File: config.mk
export PLATFORM = sky130hd
export DESIGN_NAME = i8080_bus_ctrl
export DESIGN_NICKNAME = d
export VERILOG_FILES = /design/src/rtl/lcd_pkg.sv /design/src/rtl/bus_sync.sv /design/src/rtl/i8080_bus_ctrl.sv
export SDC_FILE = /design/constraint.sdc
export NUM_CORES = 1
export LEC_CHECK = 0
export CAP_MARGIN = 20
export CORE_MARGIN = 2
export CORE_UTILIZATION = 55
export CTS_BUF_LIST = sky130_fd_sc_hd__clkbuf_8
export DETAILED_ROUTE_END_ITERATION = 8
export PLACE_DENSITY = 0.78
export REMOVE_ABC_BUFFERS = 1
export SLEW_MARGIN = 25
export SYNTH_ARGS = -nofsm -noshare
export SYNTH_HDL_FRONTEND = slang
export SYNTH_SLANG_ARGS = --single-unit
File: constraint.sdc
create_clock -name CLK -period 3 [get_ports CLK]
set_input_delay 0.45 -clock CLK [delete_from_list [all_inputs] [get_ports CLK]]
set_output_delay 0.45 -clock CLK [all_outputs]
set_load 0.02 [all_outputs]
File: src/rtl/lcd_pkg.sv
// Definitions shared by the display write side and the scan-out side:
// DCS command codes, bus controller states and default panel geometry.
package lcd_pkg;

    localparam int unsigned HActDefault = 800;
    localparam int unsigned VActDefault = 480;

    localparam logic [7:0] CmdSoftReset    = 8'h01;
    localparam logic [7:0] CmdDispOff      = 8'h28;
    localparam logic [7:0] CmdDispOn       = 8'h29;
    localparam logic [7:0] CmdMemWrite     = 8'h2C;
    localparam logic [7:0] CmdMemWriteCont = 8'h3C;
    localparam logic [7:0] CmdSetBright    = 8'h51;

    localparam logic [7:0] BlLevelReset = 8'hFF;

    typedef enum logic [1:0] {
        StIdle,
        StParam,
        StMemWr
    } bus_state_e;

endpackage

File: src/rtl/bus_sync.sv
// Synchronises the asynchronous i8080 bus pins into the system clock domain and
// flags a write event on a synchronised nWR rising edge while nCS is low.
module bus_sync #(
    parameter int unsigned Stages = 2,
    parameter int unsigned Width  = 8
) (
    input  logic             clk_i,
    input  logic             rst_ni,
    input  logic             ncs_i,
    input  logic             nwr_i,
    input  logic             dc_i,
    input  logic [Width-1:0] d_i,
    output logic             wr_evt_o,
    output logic             dc_o,
    output logic [Width-1:0] d_o
);

    localparam int unsigned BusW = Width + 3;
    // Bus word layout {ncs, nwr, dc, d}; reset to an idle bus so no event fires.
    localparam logic [BusW-1:0] IdleBus = {2'b11, {(Width + 1){1'b0}}};

    logic [BusW-1:0] sync_q [Stages];
    logic            nwr_prev_q;
    logic            ncs_s;
    logic            nwr_s;

    always_ff @(posedge clk_i or negedge rst_ni) begin
        if (!rst_ni) begin
            for (int i = 0; i < Stages; i++) begin
                sync_q[i] <= IdleBus;
            end
            nwr_prev_q <= 1'b1;
        end else begin
            sync_q[0] <= {ncs_i, nwr_i, dc_i, d_i};
            for (int i = 1; i < Stages; i++) begin
                sync_q[i] <= sync_q[i-1];
            end
            nwr_prev_q <= nwr_s;
        end
    end

    always_comb begin
        ncs_s    = sync_q[Stages-1][BusW-1];
        nwr_s    = sync_q[Stages-1][BusW-2];
        dc_o     = sync_q[Stages-1][Width];
        d_o      = sync_q[Stages-1][Width-1:0];
        wr_evt_o = nwr_s & ~nwr_prev_q & ~ncs_s;
    end

endmodule

File: src/rtl/i8080_bus_ctrl.sv
// i8080 (DBI type B, 8-bit) write-side controller: decodes DCS commands,
// streams memory-write bytes into the display FIFO and owns backlight state.
module i8080_bus_ctrl
    import lcd_pkg::*;
#(
    parameter int unsigned H_ACT       = HActDefault,
    parameter int unsigned V_ACT       = VActDefault,
    parameter int unsigned SYNC_STAGES = 2
) (
    input  logic       CLK,
    input  logic       nRST,
    input  logic       I_nCS,
    input  logic       I_nWR,
    input  logic       I_DC,
    input  logic [7:0] I_D,
    input  logic       FIFO_Full,
    output logic       FIFO_WE,
    output logic [7:0] FIFO_DI,
    output logic       LCD_BL,
    output logic [7:0] BL_Level,
    output logic       FrameStart,
    output logic       Overflow,
    output logic       Busy
);

    localparam int unsigned FrameBytes = 2 * H_ACT * V_ACT;
    localparam int unsigned CntW       = $clog2(FrameBytes + 1);
    localparam logic [CntW-1:0] CntMax = CntW'(FrameBytes);

    logic       wr_evt;
    logic       wr_dc;
    logic [7:0] wr_data;

    bus_state_e      state_q, state_d;
    logic [CntW-1:0] cnt_q, cnt_d;
    logic            ovf_q, ovf_d;
    logic [7:0]      bl_level_q, bl_level_d;
    logic            disp_on_q, disp_on_d;
    logic            lcd_bl_q, lcd_bl_d;
    logic            fifo_we_q, fifo_we_d;
    logic [7:0]      fifo_di_q, fifo_di_d;
    logic            frame_start_q, frame_start_d;

    bus_sync #(
        .Stages(SYNC_STAGES),
        .Width (8)
    ) u_bus_sync (
        .clk_i   (CLK),
        .rst_ni  (nRST),
        .ncs_i   (I_nCS),
        .nwr_i   (I_nWR),
        .dc_i    (I_DC),
        .d_i     (I_D),
        .wr_evt_o(wr_evt),
        .dc_o    (wr_dc),
        .d_o     (wr_data)
    );

    always_ff @(posedge CLK or negedge nRST) begin
        if (!nRST) begin
            state_q       <= StIdle;
            cnt_q         <= '0;
            ovf_q         <= 1'b0;
            bl_level_q    <= BlLevelReset;
            disp_on_q     <= 1'b0;
            lcd_bl_q      <= 1'b0;
            fifo_we_q     <= 1'b0;
            fifo_di_q     <= 8'h00;
            frame_start_q <= 1'b0;
        end else begin
            state_q       <= state_d;
            cnt_q         <= cnt_d;
            ovf_q         <= ovf_d;
            bl_level_q    <= bl_level_d;
            disp_on_q     <= disp_on_d;
            lcd_bl_q      <= lcd_bl_d;
            fifo_we_q     <= fifo_we_d;
            fifo_di_q     <= fifo_di_d;
            frame_start_q <= frame_start_d;
        end
    end

    always_comb begin
        state_d       = state_q;
        cnt_d         = cnt_q;
        ovf_d         = ovf_q;
        bl_level_d    = bl_level_q;
        disp_on_d     = disp_on_q;
        fifo_we_d     = 1'b0;
        fifo_di_d     = fifo_di_q;
        frame_start_d = 1'b0;

        if (wr_evt && !wr_dc) begin
            // Every command aborts whatever was in progress.
            case (wr_data)
                CmdMemWrite: begin
                    state_d       = StMemWr;
                    cnt_d         = '0;
                    ovf_d         = 1'b0;
                    frame_start_d = 1'b1;
                end
                CmdMemWriteCont: state_d = (cnt_q == CntMax) ? StIdle : StMemWr;
                CmdSetBright:    state_d = StParam;
                CmdDispOff: begin
                    disp_on_d = 1'b0;
                    state_d   = StIdle;
                end
                CmdDispOn: begin
                    disp_on_d = 1'b1;
                    state_d   = StIdle;
                end
                CmdSoftReset: begin
                    state_d    = StIdle;
                    cnt_d      = '0;
                    ovf_d      = 1'b0;
                    bl_level_d = BlLevelReset;
                    disp_on_d  = 1'b0;
                    fifo_di_d  = 8'h00;
                end
                default: state_d = StIdle;
            endcase
        end else if (wr_evt) begin
            case (state_q)
                StParam: begin
                    bl_level_d = wr_data;
                    state_d    = StIdle;
                end
                StMemWr: begin
                    if (!FIFO_Full) begin
                        fifo_we_d = 1'b1;
                        fifo_di_d = wr_data;
                    end else begin
                        ovf_d = 1'b1;
                    end
                    if (cnt_q != CntMax) begin
                        cnt_d = cnt_q + 1'b1;
                    end
                    if (cnt_d == CntMax) begin
                        state_d = StIdle;
                    end
                end
                default: ;
            endcase
        end

        lcd_bl_d = disp_on_d & (bl_level_d != 8'h00);
    end

    always_comb begin
        FIFO_WE    = fifo_we_q;
        FIFO_DI    = fifo_di_q;
        LCD_BL     = lcd_bl_q;
        BL_Level   = bl_level_q;
        FrameStart = frame_start_q;
        Overflow   = ovf_q;
        Busy       = (state_q == StMemWr);
    end

endmodule

==> results of run 1 <==
synthesized netlist by cell type, drive strengths merged, types with 3 or more instances:
| master | number | share of area |
|---|---|---|
| nor3 | 4 | 0.0066 |
| ha | 4 | 0.016 |
| nand2 | 32 | 0.040 |
| inv | 11 | 0.014 |
| o31ai | 3 | 0.0074 |
| or3 | 3 | 0.0078 |
| dfstp | 13 | 0.11 |
| nand4 | 7 | 0.014 |
| dfrtp | 53 | 0.44 |
| nand3 | 14 | 0.023 |
| a22o | 9 | 0.026 |
| a31oi | 7 | 0.014 |
| o31a | 3 | 0.0091 |
| nor2 | 26 | 0.032 |
| a21oi | 8 | 0.013 |
| nand3b | 3 | 0.0074 |
| buf | 4 | 0.0091 |
| or4 | 5 | 0.014 |
| o21ai | 39 | 0.064 |
| and3 | 7 | 0.015 |
| clkbuf | 13 | 0.016 |
| xnor2 | 3 | 0.0086 |
| nor4 | 5 | 0.010 |
| mux2 | 3 | 0.011 |
stage by stage:
| step | power, W | area (µm²) |
|---|---|---|
| 6_report | 0.00174 | 3650 |
| 2_1_floorplan | 0.000962 | 2960 |
| 4_1_cts | 0.00176 | 3650 |
| 3_5_place_dp | 0.00102 | 3450 |
| 3_3_place_gp | 0.00101 | 3450 |
| 5_1_grt | 0.00181 | 3650 |
final timing paths:
kind,to,slack (ns),depth (start not counted)
min in group CLK,u_bus_sync.d_o[0],0.35,0
setup / recovery,state_q[1],0.26,6
max in group asynchronous,u_bus_sync.sync_q[21],2.56,2
setup reg to reg,state_q[1],0.26,6
hold reg to reg,u_bus_sync.d_o[0],0.35,0
hold / removal,cnt_q[19],0.12,2
cell type report:
type / count / area, µm²
clock inverter: 7 / 76.3
multi-input combinational: 210 / 1250
tap: 72 / 90.1
clock buffer: 9 / 124
fill: 415 / 1750
inverter: 11 / 41.3
sequential: 66 / 1670
timing repair buffer: 41 / 400
logic make-up after synthesis:
family / Yosys count
xor gates and xnor gates: 3
buffers and inverters: 28
muxes: 3
and+or+nand+nor: 118
AOI/OAI and AO/OA: 82
adders and majority gates: 4
DFF: 66
report_power, final:
group          total [W]  internal (W)  switching [W]
registers       0.000930      0.000914      0.0000159
clock network   0.000742      0.000389       0.000353
logic          0.0000677     0.0000328      0.0000349
total            0.00174       0.00134       0.000404
worst max-delay path: cells and delay by family (launching register included):
family	cells	cell delay (ns)
compound gates	3	0.82
flops	1	0.45
simple gates	3	1.34
state kept, by name, indices dropped and copies added (netlist names):
| register | count |
|---|---|
| u_bus_sync.nwr_s | 1 |
| BL_Level | 8 |
| state_q | 2 |
| u_bus_sync.d_o | 8 |
| u_bus_sync.ncs_s | 1 |
| disp_on_q | 1 |
| u_bus_sync.nwr_prev_q | 1 |
| u_bus_sync.dc_o | 1 |
| FIFO_DI | 8 |
| LCD_BL | 1 |
| u_bus_sync.sync_q | 11 |
| cnt_q | 20 |
| FrameStart | 1 |
| Overflow | 1 |
| FIFO_WE | 1 |
routing by layer:
metal	vias to the layer above	track usage	share of wire
met2	75	0.319	0.45
met5	-	0	0
met1	1174	0.336	0.48
met3	9	0.0437	0.047
met4	0	0.109	0.016
li1	1175	-	-
==> run_results.csv, run 1 <==
group,metric,value,unit
run_status,outcome,"finished clean",
cells_and_area,layout_commonest_cell,"dfrtp_1",
synthesis,synth_top_family_by_area,"simple AND/OR/NAND/NOR gates",
power,vdd_drop_max,0.470,mV
setup_path,worstPathMaxFanout,8,
synthesis,yosysSeqAreaShare,0.549,
timing,fin_tns_setup,0,ns
clock_tree,ctsHtreeMaxLevel,3,
floorplanning,die_y,78.4,µm
floorplanning,dieArea,6140,µm²
floorplanning,core_area,5410,µm²
cells_and_area,area_growth,20.2,%
global_routing,first_global_vias,2284,
detailed_routing,drc,0,
place,dp_slack,0.308,ns
detailed_routing,firstDrtPassIters,4,
setup_path,crit_slowest_cell,"or4_4",
worst_hold_path,hold_class,"in -> async",
timing,fin_crit,2.74,ns
timing,skew,0.00778,ns
cells_and_area,final_util,0.676,
detailed_routing,drt-vias-per-instance,5.85,
synthesis,synthXorXnorAreaFrac,0.00864,
clock_tree,clock-sinks,66,
synthesis,synth.distinct_cells,57,
timing,final_hold_viol_count,0,
global_routing,grt_max_degree,67,
global_routing,grt_usage,0.226,
floorplanning,io_pins,35,
detailed_routing,wl_per_cell,15.2,µm
setup_path,cp-start-kind,"flop",
synthesis,ys_ff_latch,66,
timing,rsz0062_at_grt,"no",
clock_tree,cts_tree,"done",
setup_path,worstPathArrival,2.95,ns
place,place_inst,400,
clock_tree,cts_buffer_depth,2,
flow_run,drv_cap,0,
cells_and_area,nets,357,
setup_path,startpoint,"cnt_q[6]",
synthesis,syn_area,3040,µm²
setup_path,criticalPathCategory,"reg -> reg",
place,dp_hpwl,4250,µm
clock_tree,cts_root_buf,"clkbuf_8",
timing,max_freq,365,MHz
detailed_routing,drt_iter0_drc,203,
cells_and_area,finalNonFillerCells,416,
floorplanning,initial_core_util,0.563,
timing,slew_headroom,0.605,
floorplanning,dieWidth,78.4,µm
cells_and_area,drive_gt1_frac,0.148,
synthesis,synthMuxAreaShare,0.0111,
setup_path,critical-path-max-stage-delay,0.52,ns
floorplanning,rows,27,
clock_tree,clkLatencyLatePin,0.34,ns
detailed_routing,vias,2433,
global_routing,overflow,0,
synthesis,ys_warn_count,0,
global_routing,antenna_found_initial,0,
detailed_routing,postRouteAntennaNets,0,
setup_path,critPathRequiredTime,3.21,ns
global_routing,grt_pass1_wl,10700,µm
timing,finalSetupViolations,0,
synthesis,synth_edf_count,0,
synthesis,synthFlopType,"dfrtp_1",
timing,holdWs,0.116,ns
timing,tightestPinTransition,0.590,ns
power,leakagePower,1.49,nW
clock_tree,cts_buffers,9,
cells_and_area,final_cell_mix,"dfrtp_1 (53), o21ai_0 (39), clkdlybuf4s50_1 (33), nand2_1 (32), nor2_1 (26)",
place,io_buffer_count,34,
synthesis,async_flop_share,1.00,
clock_tree,postCtsResizedCells,0,
synthesis,synth_fa_ha_area_frac,0.0165,
setup_path,crit_chain,"or3_4 -> or4_4 -> or4_1 -> a211o_1 -> o41ai_2 -> o22ai_1",
synthesis,synth_compound_area_frac,0.173,
synthesis,syn_avg_cell_area,10.0,µm²
synthesis,synth_cells,304,
power,powerDensity,476,nW/µm²
cells_and_area,antenna-diode-count,0,
clock_tree,post_cts_buffers,0,
synthesis,yosys.area_share.simple,0.203,
setup_path,r2r_start,"cnt_q[6]",
detailed_routing,wl,6330,µm
place,gp_congestion,0.849,
setup_path,end_kind,"flop",
timing,fin_ws,0.261,ns
clock_tree,clk_pin_slew_worst_paths,0.07,ns
clock_tree,holdBufCountCts,0,
timing,slew_violations,0,
timing,period_share,0.913,
No activity file was read; power rests on OpenSTA's default activity.
==> run 2, diff against run 1 <==
--- a/config.mk
+++ b/config.mk
@@ -11,8 +11,7 @@
 export CTS_BUF_LIST = sky130_fd_sc_hd__clkbuf_8
 export DETAILED_ROUTE_END_ITERATION = 8
 export PLACE_DENSITY = 0.78
-export REMOVE_ABC_BUFFERS = 1
-export SLEW_MARGIN = 25
+export SLEW_MARGIN = 5
 export SYNTH_ARGS = -nofsm -noshare
 export SYNTH_HDL_FRONTEND = slang
 export SYNTH_SLANG_ARGS = --single-unit
==> run_results.csv, run 2 (synthesis results as in run 1) <==
group,metric,value,unit
timing,max_freq,375,MHz
setup_path,ff2ff_setup_slack,0.34,ns
global_routing,first_global_vias,2440,
setup_path,critical-path-max-stage-delay,0.52,ns
global_routing,grt_max_degree,67,
global_routing,grt_pass1_wl,11600,µm
cells_and_area,largest_reg_flops,20,
power,netSwitchingPower,0.000416,W
timing,tightestPinTransition,0.795,ns
setup_path,critPathRequiredTime,3.23,ns
cells_and_area,nets,358,
detailed_routing,drt_iter0_drc,171,
place,gp_congestion,0.912,
floorplanning,dieArea,6140,µm²
place,place_inst,401,
global_routing,antenna_found_initial,0,
setup_path,cp-start-kind,"flop",
setup_path,startpoint,"cnt_q[6]",
clock_tree,clkLatencyLatePin,0.36,ns
floorplanning,initial_core_util,0.563,
global_routing,overflow,0,
timing,fin_tns_setup,0,ns
clock_tree,cts_buffers,9,
setup_path,r2r_start,"cnt_q[6]",
setup_path,crit_chain,"or3_4 -> or4_4 -> or4_1 -> a211o_1 -> o41ai_2 -> o22ai_1",
floorplanning,rows,27,
detailed_routing,firstDrtPassIters,5,
clock_tree,clock-sinks,66,
setup_path,worst-path-buf-inv,0,
power,p_seq_frac,0.532,
cells_and_area,nFillCells,422,
clock_tree,post_cts_buffers,0,
run_status,outcome,"finished clean",
setup_path,worstSetupEndpoint,"state_q[1]",
clock_tree,cts_root_buf,"clkbuf_8",
cells_and_area,drive_gt1_frac,0.151,
setup_path,worstPathArrival,2.90,ns
floorplanning,dieWidth,78.4,µm
setup_path,criticalPathCategory,"reg -> reg",
clock_tree,holdBufCountCts,0,
setup_path,cp.depth,6,
detailed_routing,vias,2523,
place,io_buffer_count,34,
timing,period_share,0.888,
timing,finalSetupViolations,0,
timing,skew,0.00524,ns
setup_path,worstPathMaxFanout,8,
timing,final_hold_viol_count,0,
cells_and_area,finalNonFillerCells,417,
timing,slew_violations,0,
detailed_routing,wl_per_cell,16.1,µm
timing,slew_headroom,0.470,
setup_path,worstRegToRegCells,6,
power,p_int,0.00133,W
cells_and_area,seq_area,1670,µm²
floorplanning,io_pins,35,
cells_and_area,largest-register,"cnt_q",
cells_and_area,final_util,0.675,
setup_path,end_kind,"flop",
cells_and_area,layout_commonest_cell,"dfrtp_1",
power,clockPowerShare,0.430,
clock_tree,ctsHtreeMaxLevel,3,
clock_tree,cts_buffer_depth,2,
power,powerDensity,479,nW/µm²
synthesis,syn_nets,322,
power,leakagePower,1.49,nW
worst_hold_path,hold_class,"in -> async",
cells_and_area,multi_input_area,1250,µm²
power,netSwitchingFraction,0.238,
detailed_routing,wl,6720,µm
detailed_routing,drc,0,
clock_tree,cts_tree,"done",
floorplanning,die_y,78.4,µm
cells_and_area,area_growth,20.0,%
cells_and_area,antenna-diode-count,0,
detailed_routing,drt-vias-per-instance,6.05,
power,vdd_drop_max,0.356,mV
flow_run,drv_cap,0,
timing,rsz0062_at_grt,"no",
setup_path,reg2reg_to,"state_q[1]",
cells_and_area,final_cell_mix,"dfrtp_1 (53), o21ai_0 (39), clkdlybuf4s50_1 (33), nand2_1 (32), nor2_1 (26)",
clock_tree,clk_pin_slew_worst_paths,0.07,ns
setup_path,path_delay_family,"simple AND/OR/NAND/NOR gates",
detailed_routing,postRouteAntennaNets,0,
clock_tree,postCtsResizedCells,0,
cells_and_area,reg_top3,"cnt_q (20), u_bus_sync.sync_q (11)",
global_routing,grt_usage,0.246,
power,combPwrFrac,0.038,
timing,fin_crit,2.66,ns
setup_path,crit_slowest_cell,"or4_4",
place,dp_hpwl,4490,µm
floorplanning,core_area,5410,µm²
[run 2: layer usage]
metal,GRT usage,part of all wire
met5,0,0
met3,0.0506,0.053
met1,0.320,0.44
met4,0.137,0.016
met2,0.387,0.49
[run 2: per-stage QoR]
stage          hold WS (ns)  instance area, µm²  worst slack, ns  power, W
6_report              0.265                3650            0.335   0.00175
5_1_grt               0.343                3650            0.272   0.00181
4_1_cts               0.296                3650            0.345   0.00177
3_5_place_dp          0.336                3450            0.358   0.00101
3_3_place_gp          0.332                3450            0.393   0.00101
2_1_floorplan         0.154                3040            0.474  0.000962
[run 2: area by class of cell]
cell class | instances | share of cell area
Tap cell | 72 | 0.0247
Multi-Input combinational cell | 210 | 0.344
Inverter | 11 | 0.0113
Clock inverter | 7 | 0.0213
Clock buffer | 9 | 0.0339
Sequential cell | 66 | 0.457
Timing Repair Buffer | 42 | 0.108
[run 2: power groups by stage]
stage / registers, W / logic [W] / clock network (W)
4_1_cts: 0.000931 / 0.0000677 / 0.000769
2_1_floorplan: 0.000946 / 0.0000168 / 0
3_5_place_dp: 0.000948 / 0.0000671 / 0
3_3_place_gp: 0.000946 / 0.0000662 / 0
5_1_grt: 0.000933 / 0.0000739 / 0.000804
6_report: 0.000931 / 0.0000660 / 0.000752
[run 2: worst min path at each step]
stage / to / slack (ns) / depth (start not counted)
floorplan: FIFO_DI[0] / 0.15 / 0
global placement: u_bus_sync.d_o[7] / 0.33 / 0
global route: u_bus_sync.sync_q[13] / 0.34 / 2
detailed placement: u_bus_sync.d_o[1] / 0.34 / 0
CTS: u_bus_sync.sync_q[13] / 0.30 / 2
finish: u_bus_sync.sync_q[13] / 0.27 / 2
[run 2: worst register-to-register path, cell delays in order (launching register included)]
cell and delay (ns):
dfrtp_1 0.45, or3_4 0.41, or4_4 0.52, or4_1 0.40, a211o_1 0.32, o41ai_2 0.32, o22ai_1 0.12
